[src/rtl/clock_fir_top.sv]
`default_nettype none
// ============================================================================
// Module   : clock_fir_top
// Purpose  : 24-hour loadable HH:MM clock plus a 1-3-3-1 byte FIR smoother,
//            both decoded onto seven-segment digits, with four status LEDs.
// Revision : 1.0 - initial release
// ============================================================================
module clock_fir_top #(
    parameter int CLK_PER_SEC = 50_000_000
) (
    input  logic       clk,
    input  logic       rst_n,
    input  logic [4:0] initial_time_hh,
    input  logic [5:0] initial_time_mm,
    input  logic       initial_time_valid,
    input  logic       PEbar,
    input  logic [7:0] data_1,
    input  logic [7:0] data_2,
    output logic [7:0] out,
    output logic [6:0] h1_7,
    output logic [6:0] h0_7,
    output logic [6:0] m1_7,
    output logic [6:0] m0_7,
    output logic [6:0] FIR_out2_7,
    output logic [6:0] FIR_out1_7,
    output logic [6:0] FIR_out0_7,
    output logic [3:0] ap
);

    localparam int             CNT_W    = (CLK_PER_SEC > 1) ? $clog2(CLK_PER_SEC) : 1;
    localparam logic [CNT_W-1:0] TERM_CNT = CNT_W'(CLK_PER_SEC - 1);

    logic [CNT_W-1:0] presc_q, presc_d;
    logic [5:0]       sec_q, sec_d;
    logic [5:0]       mm_q, mm_d;
    logic [4:0]       hh_q, hh_d;
    logic             colon_q, colon_d;
    logic             set_q, set_d;

    logic [7:0]       d0_q, d0_d, d1_q, d1_d, d2_q, d2_d;
    logic [7:0]       out_q, out_d;
    logic [2:0]       vcnt_q, vcnt_d;

    logic             tick;
    logic             load_ok;
    logic [8:0]       pair_sum;
    logic [7:0]       x;
    logic [10:0]      acc;

    // ------------------------------------------------------------------
    // Time of day
    // ------------------------------------------------------------------
    always_comb begin
        presc_d = presc_q;
        sec_d   = sec_q;
        mm_d    = mm_q;
        hh_d    = hh_q;
        colon_d = colon_q;
        set_d   = set_q;
        tick    = (presc_q == TERM_CNT);
        load_ok = initial_time_valid && (initial_time_hh <= 5'd23) && (initial_time_mm <= 6'd59);

        // A valid load swallows a coincident second tick entirely.
        if (load_ok) begin
            hh_d    = initial_time_hh;
            mm_d    = initial_time_mm;
            sec_d   = '0;
            presc_d = '0;
            set_d   = 1'b1;
        end else if (tick) begin
            presc_d = '0;
            colon_d = ~colon_q;
            if (sec_q == 6'd59) begin
                sec_d = '0;
                if (mm_q == 6'd59) begin
                    mm_d = '0;
                    hh_d = (hh_q == 5'd23) ? 5'd0 : hh_q + 5'd1;
                end else begin
                    mm_d = mm_q + 6'd1;
                end
            end else begin
                sec_d = sec_q + 6'd1;
            end
        end else begin
            presc_d = presc_q + CNT_W'(1);
        end
    end

    // ------------------------------------------------------------------
    // FIR: taps 1,3,3,1 over the averaged input pair, >>3 for unity DC gain
    // ------------------------------------------------------------------
    always_comb begin
        pair_sum = {1'b0, data_1} + {1'b0, data_2};
        x        = 8'(pair_sum >> 1);
        acc      = {3'b0, x} + 11'd3 * {3'b0, d0_q} + 11'd3 * {3'b0, d1_q} + {3'b0, d2_q};

        d0_d   = '0;
        d1_d   = '0;
        d2_d   = '0;
        out_d  = '0;
        vcnt_d = '0;
        if (PEbar) begin
            d0_d   = x;
            d1_d   = d0_q;
            d2_d   = d1_q;
            out_d  = 8'(acc >> 3);
            vcnt_d = (vcnt_q == 3'd4) ? 3'd4 : vcnt_q + 3'd1;
        end
    end

    always_ff @(posedge clk or negedge rst_n) begin
        if (!rst_n) begin
            presc_q <= '0;
            sec_q   <= '0;
            mm_q    <= '0;
            hh_q    <= '0;
            colon_q <= 1'b0;
            set_q   <= 1'b0;
            d0_q    <= '0;
            d1_q    <= '0;
            d2_q    <= '0;
            out_q   <= '0;
            vcnt_q  <= '0;
        end else begin
            presc_q <= presc_d;
            sec_q   <= sec_d;
            mm_q    <= mm_d;
            hh_q    <= hh_d;
            colon_q <= colon_d;
            set_q   <= set_d;
            d0_q    <= d0_d;
            d1_q    <= d1_d;
            d2_q    <= d2_d;
            out_q   <= out_d;
            vcnt_q  <= vcnt_d;
        end
    end

    // ------------------------------------------------------------------
    // Display decode
    // ------------------------------------------------------------------
    function automatic logic [6:0] seg7(input logic [7:0] d);
        case (d)
            8'd0:    seg7 = 7'h3F;
            8'd1:    seg7 = 7'h06;
            8'd2:    seg7 = 7'h5B;
            8'd3:    seg7 = 7'h4F;
            8'd4:    seg7 = 7'h66;
            8'd5:    seg7 = 7'h6D;
            8'd6:    seg7 = 7'h7D;
            8'd7:    seg7 = 7'h07;
            8'd8:    seg7 = 7'h7F;
            8'd9:    seg7 = 7'h6F;
            default: seg7 = 7'h00;
        endcase
    endfunction

    logic [7:0] hh8, mm8;

    always_comb begin
        hh8        = {3'b0, hh_q};
        mm8        = {2'b0, mm_q};
        h1_7       = seg7(hh8 / 8'd10);
        h0_7       = seg7(hh8 % 8'd10);
        m1_7       = seg7(mm8 / 8'd10);
        m0_7       = seg7(mm8 % 8'd10);
        FIR_out2_7 = seg7(out_q / 8'd100);
        FIR_out1_7 = seg7((out_q / 8'd10) % 8'd10);
        FIR_out0_7 = seg7(out_q % 8'd10);
        out        = out_q;
        ap         = {set_q, (vcnt_q == 3'd4), colon_q, (hh_q >= 5'd12)};
    end

endmodule
`default_nettype wire

[config.mk]
export PLATFORM = sky130hd
export DESIGN_NAME = clock_fir_top
export DESIGN_NICKNAME = d
export VERILOG_FILES = /design/src/rtl/clock_fir_top.sv
export SDC_FILE = /design/constraint.sdc
export NUM_CORES = 1
export LEC_CHECK = 0
export BUFFER_PORTS_ARGS = -buffer_cell sky130_fd_sc_hd__buf_4
export CORE_UTILIZATION = 30
export CTS_CLUSTER_SIZE = 30
export DETAILED_ROUTE_END_ITERATION = 8
export PLACE_DENSITY = 0.56
export SYNTH_ARGS = -nofsm -noshare
export SYNTH_HDL_FRONTEND = slang
export SYNTH_SLANG_ARGS = --single-unit
[constraint.sdc]
create_clock -name clk -period 16.2 [get_ports clk]
set_clock_uncertainty 0.2 [all_clocks]
set_input_delay 4.05 -clock clk [delete_from_list [all_inputs] [get_ports clk]]
set_output_delay 4.05 -clock clk [all_outputs]
set_load 0.005 [all_outputs]
==> metrics <==
Clock Path Buffers=2; Iter 0 DRT Violations=398; clock sink total=80; Routed Antenna Nets=0; Port Buf Inserts=89; Tmin final=10.69 ns; Worst-Margin Slew=0.915 ns; post-CTS setup buffers=0; ys async rst share=1.00; routability cong.=0.864; Clock Latency Late Sink=0.34 ns; Syn Std Cell Area=7600 um^2; Startpoint Class=register; register area=2000 um^2; first-pass GRT wire length=28.0 mm; fmax=93.5 MHz; endpoints failing setup=0; Post-CTS Resized=0; drt wl/cell=13.0 um; grt ovf=0; Post-synth EDFFs=0; number of top-level pins=92; kind of critical path=register to primary output; Die Ht=161 um; root buf cell=clkbuf_16; Via density=4.89; Design Power=1.72 mW; crit path max fanout=25; Distinct cells, synth=83; top post-synthesis cells by area=dfrtp_1, ha_1, fa_1; max_cap viols=0; synthesized instance count=895; Core Area=24600 um^2; leakage=4.08 nW; outcome=finished clean; clock transition at the registers of the reported paths=0.06 ns; initial antenna violation count=0; row cnt=57; required time worst endpoint=11.95 ns; area of the multi-input gates=5110 um^2; Post-Syn Area per Cell=8.49 um^2; die area=26000 um^2; area leader, netlist=dfrtp_1; CTS Buf Count=9; setup total negative slack=0 ns; n_diodes=0; htree depth=3; Synth Warn #=0; largest net degree at the start of global routing=58; filler cell count=2569; CP Capture Type=primary output; Die Span X=161 um; post-synthesis sequential area ratio=0.263; Post-CTS Hold Buffers=0; #FFs+latches synth=80; Final Cycle Share=0.660; layout cell share with drive strength beyond 1=0.143; NumNets Final=1085; area grow syn2layout=15.8%; Hold Violations, Final=0; First-pass DRT Iterations=5; top cells by count, synth=nor2_1, dfrtp_1, inv_1, ha_1, a21oi_1; CTS tree=done; vias in the first global route=5778; final WL=16.7 mm; top_reg_cell synth=dfrtp_1; Worst Hold Class=register to register; unrepaired setup endpoints after global routing=false; CP arrival=6.44 ns; Max VDD drop=0.157 mV; initial core utilization=0.309; Total Routing Usage GR=0.130; Synth top area share=0.263; PwrDens=196 nW/um^2; Slew Limit Fails=0; # DRC=0; via count=6278; HPWL after DPL=12.6 mm; Max-Slew Margin vs Limit=0.384; most frequent cell after synthesis=nor2_1
[worst max-delay path, cell delays in order (launching register included)]
cell	delay (ns)
dfrtp_1	0.88
clkinv_1	0.54
ha_1	0.40
or4b_1	0.51
nor2_1	0.14
a311o_1	0.22
nor2_1	0.19
o21ai_1	0.29
ha_1	0.24
and3_1	0.17
o21ai_0	0.11
o21a_1	0.22
nor3b_1	0.53
nor3_1	0.20
a21oi_1	0.31
ha_1	0.22
inv_1	0.05
o21ai_0	0.06
o21ai_0	0.10
a2111o_1	0.43
a21oi_1	0.15
buf_4	0.12
[routing by layer]
layer	vias up	track usage	wire (um)
met5	-	0	0
met4	0	0.0287	144
met3	13	0.0265	573
met2	98	0.210	7610
met1	2948	0.179	8330
li1	3219	-	-
[where the power goes]
part           internal [mW]  total, mW  switching [mW]
Clock                  0.134      0.215          0.0803
Combinational          0.587       1.21           0.621
Sequential             0.225      0.299          0.0739
Total                  0.947       1.72           0.775
[per-stage QoR]
step	hold slack [ns]	worst slack [ns]	utilization	cell area, um^2	instances
after floorplan	0.236	6.93	-	7610	896
final	0.264	5.51	0.358	8800	1284
after global placement	0.260	6.04	0.345	8490	1268
after detailed placement	0.257	5.91	0.345	8490	1268
after global routing	0.278	4.91	0.358	8800	1284
after CTS	0.267	5.51	0.358	8800	1284
[registers in the layout (all words and copies together) (netlist names)]
name and cells:
set_q 1, presc_q 26, d1_q 8, colon_q 1, out 8, d2_q 8, hh_q 5, mm_q 6
sec_q 6, vcnt_q 3, d0_q 8
[cells by family after synthesis]
| kind of cell | count (synthesis) | share of synthesized area |
|---|---|---|
| AO/OA/AOI/OAI | 231 | 0.201 |
| XOR/XNOR | 50 | 0.0576 |
| adder cells (fa/ha/maj) | 101 | 0.196 |
| buffers and inverters | 120 | 0.0653 |
| flip-flops | 80 | 0.263 |
| multiplexers | 19 | 0.0265 |
| other | 1 | 0.000493 |
| AND/OR/NAND/NOR | 293 | 0.189 |
[cell type report]
type / instances / area share
clock buffers: 10 / 0.0260
clock inverters: 6 / 0.00952
repair buffers: 92 / 0.0785
multi-input cells: 696 / 0.580
flip-flops and latches: 80 / 0.227
inverters: 76 / 0.0324
well taps: 324 / 0.0460
[cell usage in the layout, fill, tap and decap left out, types with 4 or more instances in the layout]
cell type and instances:
a211oi_1 7, a21o_1 12, a21oi_1 67, a221o_1 4
a221oi_1 5, a22oi_1 6, a31oi_1 13, and2_1 32
and3_1 10, buf_4 92, clkbuf_16 9, dfrtp_1 80
fa_1 31, ha_1 68, inv_1 72, mux2_2 7
mux2i_1 10, nand2_1 52, nand2b_1 13, nand3_1 25
nand4_1 6, nor2_1 101, nor2b_1 5, nor3_1 17
nor3b_1 6, o21a_1 7, o21ai_0 51, o21ai_1 6
o21bai_1 6, o31a_1 4, or2_2 5, or3_1 4
xnor2_1 25, xor2_1 25
[worst paths after layout]
| kind | start | end | slack, ns | cells after the start |
|---|---|---|---|---|
| worst max-delay path | out[3] | FIR_out1_7[4] | 5.51 | 21 |
| max in group asynchronous | rst_n | mm_q[2] | 11.36 | 2 |
| min in group asynchronous | rst_n | vcnt_q[0] | 3.40 | 1 |
| worst max register to register | d0_q[2] | out[7] | 12.08 | 15 |
| worst min-delay path | vcnt_q[0] | vcnt_q[0] | 0.26 | 1 |
| worst min register to register | vcnt_q[0] | vcnt_q[0] | 0.26 | 1 |
Power figures use the tool's default switching activity.
